## src/rtl/acc_delta.sv

```systemverilog
// acc_delta: recovers the increment stream x[n] = q[n] - q[n-1] (mod 2^WIDTH)
// from a stream of accumulated values.
// Accepted samples are decoded in the input cycle and buffered in an output
// FIFO, so downstream stalls never drop a sample.
// in_ready depends only on registered FIFO state.
module acc_delta #(
  parameter int WIDTH = 32,
  parameter int DEPTH = 4
) (
  input  logic             clk,
  input  logic             rst,
  input  logic             in_valid,
  output logic             in_ready,
  input  logic [WIDTH-1:0] in_q,
  input  logic             in_first,
  output logic             out_valid,
  input  logic             out_ready,
  output logic [WIDTH-1:0] out_x,
  output logic [31:0]      count
);

  localparam int AW = $clog2(DEPTH);

  // Modular difference; two's-complement wrap is the intended behaviour.
  function automatic logic signed [WIDTH-1:0] wrap_sub(
    input logic signed [WIDTH-1:0] a,
    input logic signed [WIDTH-1:0] b
  );
    return a - b;
  endfunction

  logic signed [WIDTH-1:0] prev;
  logic signed [WIDTH-1:0] x_p0;
  logic [WIDTH-1:0]        mem [DEPTH];
  logic [WIDTH-1:0]        last_x;
  logic [AW:0]             wr_ptr;
  logic [AW:0]             rd_ptr;
  logic                    full;
  logic                    empty;
  logic                    push;
  logic                    pop;

  // Extra pointer MSB separates full (MSBs differ) from empty (pointers equal).
  assign empty = (wr_ptr == rd_ptr);
  assign full  = (wr_ptr[AW] != rd_ptr[AW]) &&
                 (wr_ptr[AW-1:0] == rd_ptr[AW-1:0]);

  assign in_ready  = !full;
  assign out_valid = !empty;
  assign push      = in_valid && in_ready;
  assign pop       = out_valid && out_ready;

  // A sequence start ignores the predecessor.
  assign x_p0 = in_first ? $signed(in_q) : wrap_sub($signed(in_q), prev);

  // Stage p0 -> FIFO: the decoded increment is written at the tail.
  // Only data is stored here, so this block has no reset.
  always_ff @(posedge clk) begin
    if (push) begin
      mem[wr_ptr[AW-1:0]] <= x_p0;
    end
  end

  // Pointer, predecessor, sample counter and last popped value.
  always_ff @(posedge clk or posedge rst) begin
    if (rst) begin
      wr_ptr <= '0;
      rd_ptr <= '0;
      prev   <= '0;
      count  <= '0;
      last_x <= '0;
    end else begin
      if (push) begin
        wr_ptr <= wr_ptr + 1'b1;
        prev   <= $signed(in_q);
        count  <= count + 32'd1;
      end
      if (pop) begin
        rd_ptr <= rd_ptr + 1'b1;
        last_x <= mem[rd_ptr[AW-1:0]];
      end
    end
  end

  // The head entry is shown while the FIFO is non-empty.
  // Otherwise the last popped value is held.
  assign out_x = empty ? last_x : mem[rd_ptr[AW-1:0]];

endmodule

```

## config.mk

```make
export PLATFORM = sky130hd
export DESIGN_NAME = acc_delta
export DESIGN_NICKNAME = d
export VERILOG_FILES = /design/src/rtl/acc_delta.sv
export SDC_FILE = /design/constraint.sdc
export NUM_CORES = 1
export LEC_CHECK = 0
export CORE_ASPECT_RATIO = 0.6
export CORE_MARGIN = 2
export CORE_UTILIZATION = 50
export CTS_CLUSTER_SIZE = 14
export DETAILED_ROUTE_END_ITERATION = 12
export DONT_BUFFER_PORTS = 1
export PLACE_DENSITY = 0.74
export SLEW_MARGIN = 20
export SYNTH_ARGS = -nofsm -noshare
export SYNTH_HDL_FRONTEND = slang
export SYNTH_SLANG_ARGS = --single-unit
export TNS_END_PERCENT = 100
```

## constraint.sdc

```tcl
create_clock -name clk -period 2.6 [get_ports clk]
set_clock_uncertainty 0.1 [all_clocks]
set_input_delay 0 -clock clk [delete_from_list [all_inputs] [get_ports clk]]
set_output_delay 0 -clock clk [all_outputs]
set_load 0.02 [all_outputs]
```

==> tab_implementation.tex, run 1 <==
\begin{tabular}{lr}
\hline
Metric & Value \\
\hline
\multicolumn{2}{l}{\textbf{Final layout}} \\
\quad Final \#Nets & 1,121 \\
\quad N\_diodes & 0 \\
\quad Area occupied by registers & 0.00640 mm² \\
\quad Share of layout cells above drive strength 1 & 29.3\% \\
\quad Leading cell type in the layout, fill and taps excluded & sky130\_fd\_sc\_hd\_\_edfxtp\_1 \\
\quad Multi-input gate area in the final layout & just over 0.005 mm² \\
\quad Layout overhead on the synthesized area & 25.1\% \\
\quad \# fillers & 1,647 \\
\quad Commonest non-fill, non-tap cells in the layout & sky130\_fd\_sc\_hd\_\_edfxtp\_1 (128), sky130\_fd\_sc\_hd\_\_nand2\_1 (104), sky130\_fd\_sc\_hd\_\_dfrtp\_1 (101) \\
\quad Final standard cell count with taps included and fillers excluded & 1,369 \\
\multicolumn{2}{l}{\textbf{Routing}} \\
\quad Routed via count divided by cell count & 5.72 \\
\quad Final WL & 28,500 µm \\
\quad Post-route DRC & 0 \\
\quad Number of antenna-violating nets in the routed design & 0 \\
\quad Drt wl/cell & 20.8 µm \\
\quad Initial detailed-routing violation count & 685 \\
\quad Initial DRT Pass Iterations & 5 \\
\quad DR vias & 7,825 \\
\multicolumn{2}{l}{\textbf{Timing}} \\
\quad Final hold viol count & 92 \\
\quad Slew Viols, Final & 0 \\
\quad Smallest setup slack after layout & -93.0 ps \\
\quad Maximum operating frequency & approximately 370 MHz \\
\quad Ratio of final minimum period to clock period & 104\% \\
\quad Final critical delay including setup and external delays & 2690 ps \\
\quad Accumulated negative setup slack & -538 ps \\
\quad Unrepaired setup endpoints after global routing & yes \\
\quad Actual slew at the worst max-slew pin & between 500 and 600 ps \\
\quad Total of endpoints with negative setup slack in the final report & 12 \\
\quad Worst hold margin & -362 ps \\
\quad Max-Slew Margin vs Limit & 61.1\% \\
\multicolumn{2}{l}{\textbf{Global route}} \\
\quad Number of global-route vias before repair & about 7,600 \\
\quad GRT Total Usage & 23.6\% \\
\quad GRT overflow & 0 \\
\quad Number of antenna violations at the first check in global routing & 0 \\
\quad First-pass GRT wire length & between 40,000 and 50,000 µm \\
\quad Pin count of the biggest net entering global routing & 103 \\
\multicolumn{2}{l}{\textbf{Clock tree}} \\
\quad Clock-pin transition on the worst setup and hold timing paths & 60 ps \\
\quad Clk buf depth & 3 \\
\quad CTS root buffer & sky130\_fd\_sc\_hd\_\_clkbuf\_16 \\
\quad Count of hold-fix buffers inserted at cts & 69 \\
\quad Clock tree from TritonCTS & built \\
\quad Number of clock buffers inserted by TritonCTS & 23 \\
\quad Later-pin clock latency in the skew report & 520 ps \\
\quad H-tree level count & 1 \\
\quad Total number of clock tree sinks & 230 \\
\multicolumn{2}{l}{\textbf{Pwr}} \\
\quad Cell Pwr Density & 1320 mW/mm² \\
\quad Worst vdd rail ir drop & 0.712 mV \\
\quad Leakage power & around 5.5 nW \\
\quad Total Power & 18.7 mW \\
\multicolumn{2}{l}{\textbf{Run}} \\
\quad Number of maximum-capacitance constraint violations & 0 \\
\multicolumn{2}{l}{\textbf{Placed design}} \\
\quad RePlAce Congestion & 0.914 \\
\quad Total placed cells including tap cells & 1,258 \\
\quad Number of input and output port buffers inserted & 0 \\
\quad Worst setup slack after placement & -493 ps \\
\quad DPL Wire Length & between 15,000 and 20,000 µm \\
\multicolumn{2}{l}{\textbf{Floorplan}} \\
\quad Row count & 42 \\
\quad Die ar. & 0.0239 mm² \\
\quad Die Height & 121 µm \\
\quad Core Footprint & 0.0221 mm² \\
\quad Die span in x & 198 µm \\
\quad Io pins & between 100 and 150 \\
\quad Starting density of the core & $\sim$50\% \\
\multicolumn{2}{l}{\textbf{Critical path}} \\
\quad Crit path largest cell delay & 590 ps \\
\quad Critical-path cell list & inv\_2 > ha\_4 > buf\_4 > o211ai\_1 > a21o\_1 > buf\_4 > nand2\_1 > xnor2\_1 > o21ai\_0 > dlygate4sd3\_1 > buf\_4 \\
\quad Largest driver fanout on the critical path & 4 \\
\quad Element type at the critical path start & register \\
\quad Logic depth of the worst register-to-register path & 11 \\
\quad Critical-path cell with the highest stage delay & sky130\_fd\_sc\_hd\_\_dlygate4sd3\_1 \\
\quad Cell family with the largest share of critical-path delay & buffers and inverters \\
\quad Nature of the critical path endpoint & register \\
\quad Worst Path Buf+Inv & 5 \\
\quad Slack of the worst reg-to-reg path & -90 ps \\
\quad Critical R2R Capture & mem[3][5] \\
\quad Logic depth of the worst setup path including buffers & 11 \\
\quad Arrival time of the worst setup path & 2860 ps \\
\quad Cell seen most often among critical-path stages & sky130\_fd\_sc\_hd\_\_buf\_4 \\
\quad Worst path required time & 2770 ps \\
\quad Critical setup path kind & reg2reg \\
\quad Startpoint of the worst-slack reg-to-reg timing path & prev[3] \\
\multicolumn{2}{l}{\textbf{Synth}} \\
\quad Fraction of the yosys area taken by sequential cells & 56.4\% \\
\quad Number of synthesized flops with an enable pin & 128 \\
\quad Netlist area before placement & 0.0113 mm² \\
\quad Number of unique standard cell types used by synthesis & 51 \\
\quad Total nets after synthesis & 977 \\
\quad Yosys synthesis warning count & 0 \\
\quad Count of state elements after synthesis & 230 \\
\quad Cells after synthesis & between 900 and 1,000 \\
\quad Average instance area after synthesis & $\sim$13 µm² \\
\quad Top FF cell, synth & sky130\_fd\_sc\_hd\_\_edfxtp\_1 \\
\quad Proportion of register bits with asynchronous set or reset after synthesis & 44.3\% \\
\multicolumn{2}{l}{\textbf{Run status}} \\
\quad Result of the run & complete, but fails checks \\
\quad Violated checks & negative hold slack, negative setup slack \\
\multicolumn{2}{l}{\textbf{Worst hold path}} \\
\quad Destination of the worst hold path & mem[0][18] \\
\quad Hold Crit Depth & 1 \\
\quad Type of the worst min-delay path & in2reg \\
\quad Launch instance of the worst min-delay path & in\_first \\
\hline
\end{tabular}
report_power, final:
| group | switching, mW | internal (mW) | total, mW |
|---|---|---|---|
| combinational | 5.40 | 4.13 | 9.53 |
| sequential | 0.515 | 5.39 | 5.91 |
| clock | 1.39 | 1.89 | 3.28 |
area by class of cell:
type                    count  share of cell area [%]
clock buffers              27                    4.31
multi-input cells         589                    35.7
clock inverters            13                   0.971
well taps                 308                    2.72
flip-flops and latches    230                    45.1
inverters                  46                    1.24
repair buffers            156                    9.94
per-layer routing:
layer	vias to the layer above	global-route usage (%)	share of wire [%]
met2	282	33.9	42
met4	0	4.18	1.7
met1	3912	37.8	48
met5	-	0	0
met3	38	4.18	8.3
li1	3593	-	-
metrics by stage:
step	utilization, %	cell area [µm²]	hold slack [ps]
3_3_place_gp	55.5	12300	-7.82
3_5_place_dp	55.5	12300	-9.94
2_1_floorplan	-	11300	5.44
5_1_grt	64.1	14200	-358
6_report	64.1	14200	-362
4_1_cts	62.8	13900	-327
state kept, by name, summed over array words and instances, names as in the netlist:
signal	flops
wr_ptr	3
count	32
prev	32
rd_ptr	3
mem	128
last_x	32
how the worst max path moves through the flow:
stage / startpoint / endpoint / slack, ps
2_1_floorplan: prev[0] / mem[0][28] / 20
3_3_place_gp: prev[0] / mem[0][16] / -410
3_5_place_dp: prev[0] / mem[1][16] / -490
4_1_cts: prev[0] / mem[0][28] / -20
5_1_grt: prev[0] / mem[0][28] / -140
6_report: prev[3] / mem[3][5] / -90
synthesized netlist by cell type (16+ instances only):
library cell               instances  area (µm²)
sky130_fd_sc_hd__nand2_1         106         398
sky130_fd_sc_hd__nor2_1           28         105
sky130_fd_sc_hd__mux4_2           32         721
sky130_fd_sc_hd__xnor2_1          37         324
sky130_fd_sc_hd__edfxtp_1        128        3840
sky130_fd_sc_hd__mux2_2           68         766
sky130_fd_sc_hd__ha_1             37         463
sky130_fd_sc_hd__dfrtp_1         102        2550
sky130_fd_sc_hd__clkbuf_1         19        71.3
sky130_fd_sc_hd__o21ai_0          70         350
sky130_fd_sc_hd__xor2_1           24         210
sky130_fd_sc_hd__inv_1            45         169
sky130_fd_sc_hd__a21oi_1          43         215
sky130_fd_sc_hd__nand3_1          16        80.1
cells by family (layout without fill, tap and decap cells):
| group | Yosys count | after routing | share of synthesized area [%] |
|---|---|---|---|
| AOI/OAI and AO/OA | 170 | 170 | 8.94 |
| adders and majority gates | 38 | 38 | 4.26 |
| muxes | 104 | 104 | 13.5 |
| buffers and inverters | 83 | 242 | 2.93 |
| DFF | 230 | 230 | 56.4 |
| xor gates and xnor gates | 61 | 61 | 4.72 |
| and+or+nand+nor | 216 | 216 | 9.23 |
timing repair:
item | in CTS | in global routing
gates resized for setup | 45 | 60
pin swaps | 16 | 27
buffers inserted | 1 | 4
endpoints found under the hold margin | 302 | 92
endpoints found under the setup margin | 70 | 77
gates cloned | 0 | 0
Power figures use the tool's default switching activity.
==> run 2, diff against run 1 <==
Settings changed: CORE_MARGIN 2 to 3, CTS_BUF_LIST set to sky130_fd_sc_hd__clkbuf_4 sky130_fd_sc_hd__clkbuf_8 sky130_fd_sc_hd__clkbuf_16.
==> run 2 against run 1 <==
Compared with the run above:
- the run still ends with negative hold slack, negative setup slack left
- sequential power hardly changed
- non-clock buffer count is 38 higher
- sequential cell count stayed put
- count of clock-buffer cells in the layout is 4 higher
- combinational power is 5% higher
- clock power is 2% higher
- final cell count is 2.4% higher
- worst setup slack worse by 71 ps
- sequential share of layout area is 1.4 points lower
- highest routed layer unchanged
- critical endpoint is now mem[0][28]
- die area is 2.7% higher
- via count is 4.3% higher
- fmax is 2.6% lower
==> tab_implementation.tex, run 2 (synthesis gave the netlist of run 1 again) <==
\begin{tabular}{lr}
\hline
Metric & Value \\
\hline
\multicolumn{2}{l}{\textbf{Pwr}} \\
\quad Leakage power & $\sim$5.7 nW \\
\quad Sequential fraction of design power & 30.7\% \\
\quad Cell Pwr Density & roughly 1300 mW/mm² \\
\quad Design internal power & 11.8 mW \\
\quad Switching Fraction & between 30\% and 40\% \\
\quad Clock power frac & 17.3\% \\
\quad Worst vdd rail ir drop & 0.638 mV \\
\quad Power dissipated by switching net loads & 7.50 mW \\
\quad Part of the power in combinational logic & 52.0\% \\
\multicolumn{2}{l}{\textbf{Critical path}} \\
\quad Crit path largest cell delay & 580 ps \\
\quad Slack of the worst reg-to-reg path & -160 ps \\
\quad Critical setup path kind & reg2reg \\
\quad Worst path required time & roughly 2700 ps \\
\quad Element type at the critical path start & register \\
\quad Critical-path cell list & inv\_2 > ha\_4 > buf\_4 > o211ai\_1 > buf\_4 > a211oi\_4 > nor2\_2 > a211oi\_2 > or4b\_4 > a211oi\_4 > a311oi\_2 \\
\quad Logic depth of the worst register-to-register path & 11 \\
\quad Worst Path Buf+Inv & 3 \\
\quad Nature of the critical path endpoint & register \\
\quad Largest driver fanout on the critical path & 4 \\
\quad Startpoint of the worst-slack reg-to-reg timing path & prev[3] \\
\quad Critical R2R Capture & mem[0][28] \\
\quad Critical-path cell with the highest stage delay & sky130\_fd\_sc\_hd\_\_or4b\_4 \\
\quad Arrival time of the worst setup path & 2880 ps \\
\quad First element of the critical path & prev[3] \\
\quad Cell family with the largest share of critical-path delay & simple AND/OR/NAND/NOR gates \\
\quad Logic depth of the worst setup path including buffers & 11 \\
\multicolumn{2}{l}{\textbf{Final layout}} \\
\quad Post-layout instance area & 0.0146 mm² \\
\quad Layout overhead on the synthesized area & 29.0\% \\
\quad Final \#Nets & 1,159 \\
\quad Commonest non-fill, non-tap cells in the layout & sky130\_fd\_sc\_hd\_\_edfxtp\_1 (128), sky130\_fd\_sc\_hd\_\_nand2\_1 (103), sky130\_fd\_sc\_hd\_\_dfrtp\_1 (101) \\
\quad Final cell utilization of the core & 67.5\% \\
\quad Leading cell type in the layout, fill and taps excluded & sky130\_fd\_sc\_hd\_\_edfxtp\_1 \\
\quad Flip-flop count of the largest register, all copies and words added & 128 \\
\quad N\_diodes & 0 \\
\quad Share of layout cells above drive strength 1 & 31.1\% \\
\multicolumn{2}{l}{\textbf{Run}} \\
\quad Number of maximum-capacitance constraint violations & 0 \\
\multicolumn{2}{l}{\textbf{Floorplan}} \\
\quad Die ar. & $\sim$0.025 mm² \\
\quad Die Height & 123 µm \\
\quad Die span in x & 200 µm \\
\quad Row count & 41 \\
\quad Core Footprint & 0.0216 mm² \\
\quad Io pins & around 100 \\
\quad Starting density of the core & 52.3\% \\
\multicolumn{2}{l}{\textbf{Routing}} \\
\quad Final WL & 29,500 µm \\
\quad Routed via count divided by cell count & 5.82 \\
\quad Initial DRT Pass Iterations & 5 \\
\quad Number of antenna-violating nets in the routed design & 0 \\
\quad Drt wl/cell & 21.0 µm \\
\quad Post-route DRC & 0 \\
\quad DR vias & 8,161 \\
\quad Initial detailed-routing violation count & around 850 \\
\multicolumn{2}{l}{\textbf{Clock tree}} \\
\quad Clock-pin transition on the worst setup and hold timing paths & around 60 ps \\
\quad CTS root buffer & sky130\_fd\_sc\_hd\_\_clkbuf\_16 \\
\quad Number of clock buffers inserted by TritonCTS & 23 \\
\quad Count of hold-fix buffers inserted at cts & 88 \\
\quad Clock tree from TritonCTS & built \\
\quad Total number of clock tree sinks & 230 \\
\quad H-tree level count & 1 \\
\quad Clk buf depth & 3 \\
\quad Later-pin clock latency in the skew report & 520 ps \\
\multicolumn{2}{l}{\textbf{Global route}} \\
\quad Met3 routing resource usage after global routing & between 4 and 5\% \\
\quad Number of antenna violations at the first check in global routing & 0 \\
\quad First-pass GRT wire length & 45,200 µm \\
\quad Number of global-route vias before repair & slightly below 8,000 \\
\quad GRT overflow & 0 \\
\quad Routing layer with the top usage in global route & met1 \\
\quad GR Layer Usage met1 & 38.1\% \\
\quad Grt met2 use & 33.3\% \\
\quad GRT Total Usage & 23.4\% \\
\quad Pin count of the biggest net entering global routing & 75 \\
\multicolumn{2}{l}{\textbf{Timing}} \\
\quad Slew Viols, Final & 0 \\
\quad Max-Slew Margin vs Limit & 47.7\% \\
\quad Unrepaired setup endpoints after global routing & yes \\
\quad Smallest setup slack after layout & -164 ps \\
\quad Final hold viol count & 97 \\
\quad Final critical delay including setup and external delays & 2760 ps \\
\quad Total of endpoints with negative setup slack in the final report & 21 \\
\quad Ratio of final minimum period to clock period & 106\% \\
\quad Worst hold margin & -364 ps \\
\quad Maximum operating frequency & 362 MHz \\
\quad Actual slew at the worst max-slew pin & 783 ps \\
\multicolumn{2}{l}{\textbf{Run status}} \\
\quad Result of the run & complete, but fails checks \\
\quad Violated checks & negative hold slack, negative setup slack \\
\multicolumn{2}{l}{\textbf{Placed design}} \\
\quad RePlAce Congestion & 0.902 \\
\quad DPL Wire Length & 18,700 µm \\
\quad Dpl cell area & 0.0124 mm² \\
\quad Number of input and output port buffers inserted & 0 \\
\multicolumn{2}{l}{\textbf{Worst hold path}} \\
\quad Hold Crit Depth & 1 \\
\quad Launch instance of the worst min-delay path & in\_first \\
\quad Destination of the worst hold path & mem[0][18] \\
\quad Type of the worst min-delay path & in2reg \\
\hline
\end{tabular}
## run 2: how the worst max path moves through the flow
stage | endpoint | slack, ps
after floorplan | mem[0][28] | 20
after global placement | mem[2][30] | -410
after detailed placement | mem[0][30] | -440
after CTS | mem[0][28] | 0.02
after global routing | mem[0][28] | -260
final | mem[0][28] | -160
## run 2: cell type report
cell class                 count  area [µm²]
tap                          301         377
clock inverter                11         133
multi-input combinational    589        5110
inverter                      46         176
sequential                   230        6400
clock buffer                  31         642
fill                        1506        7030
timing repair buffer         194        1790
## run 2: worst register-to-register path: cells and delay by family, from the launching register on
| kind | cells | cell delay (ps) |
|---|---|---|
| AOI/OAI and AO/OA | 5 | 710 |
| adders and majority gates | 1 | 150 |
| buffers and inverters | 3 | 370 |
| DFF | 1 | 350 |
| and+or+nand+nor | 2 | 760 |
## run 2: metrics by stage
stage               hold slack [ps]  setup TNS (ps)  power [mW]  std cells  setup slack, ps
global route                   -383           -5140        20.4       1402             -263
detailed placement            -59.4          -14730        14.6       1266             -442
finish                         -364           -1350        19.3       1402             -164
floorplan                      5.44               0        11.8        902             20.9
CTS                            -347               0        18.6       1400           0.0191
global placement              -57.7           -8970        14.4       1266             -413
## run 2: repair_timing
item,CTS,global route
hold endpoints to repair,308,92
buffers inserted,4,10
resized for setup,42,82
endpoints found under the setup margin,90,81
pin swaps,11,41
## run 2: power groups by stage
stage               clock network, mW  registers, mW  logic [mW]
floorplan                           0           5.81        5.98
global route                     3.58           6.03        10.8
global placement                    0           5.89        8.55
finish                           3.35           5.92        10.0
CTS                              3.42           5.91        9.25
detailed placement                  0           5.96        8.67
## run 2: per-layer routing
metal | up-vias | share of wire, %
met4 | 0 | 1.6
met3 | 58 | 8.9
met2 | 348 | 42
li1 | 3683 | -
met1 | 4072 | 47
met5 | - | 0
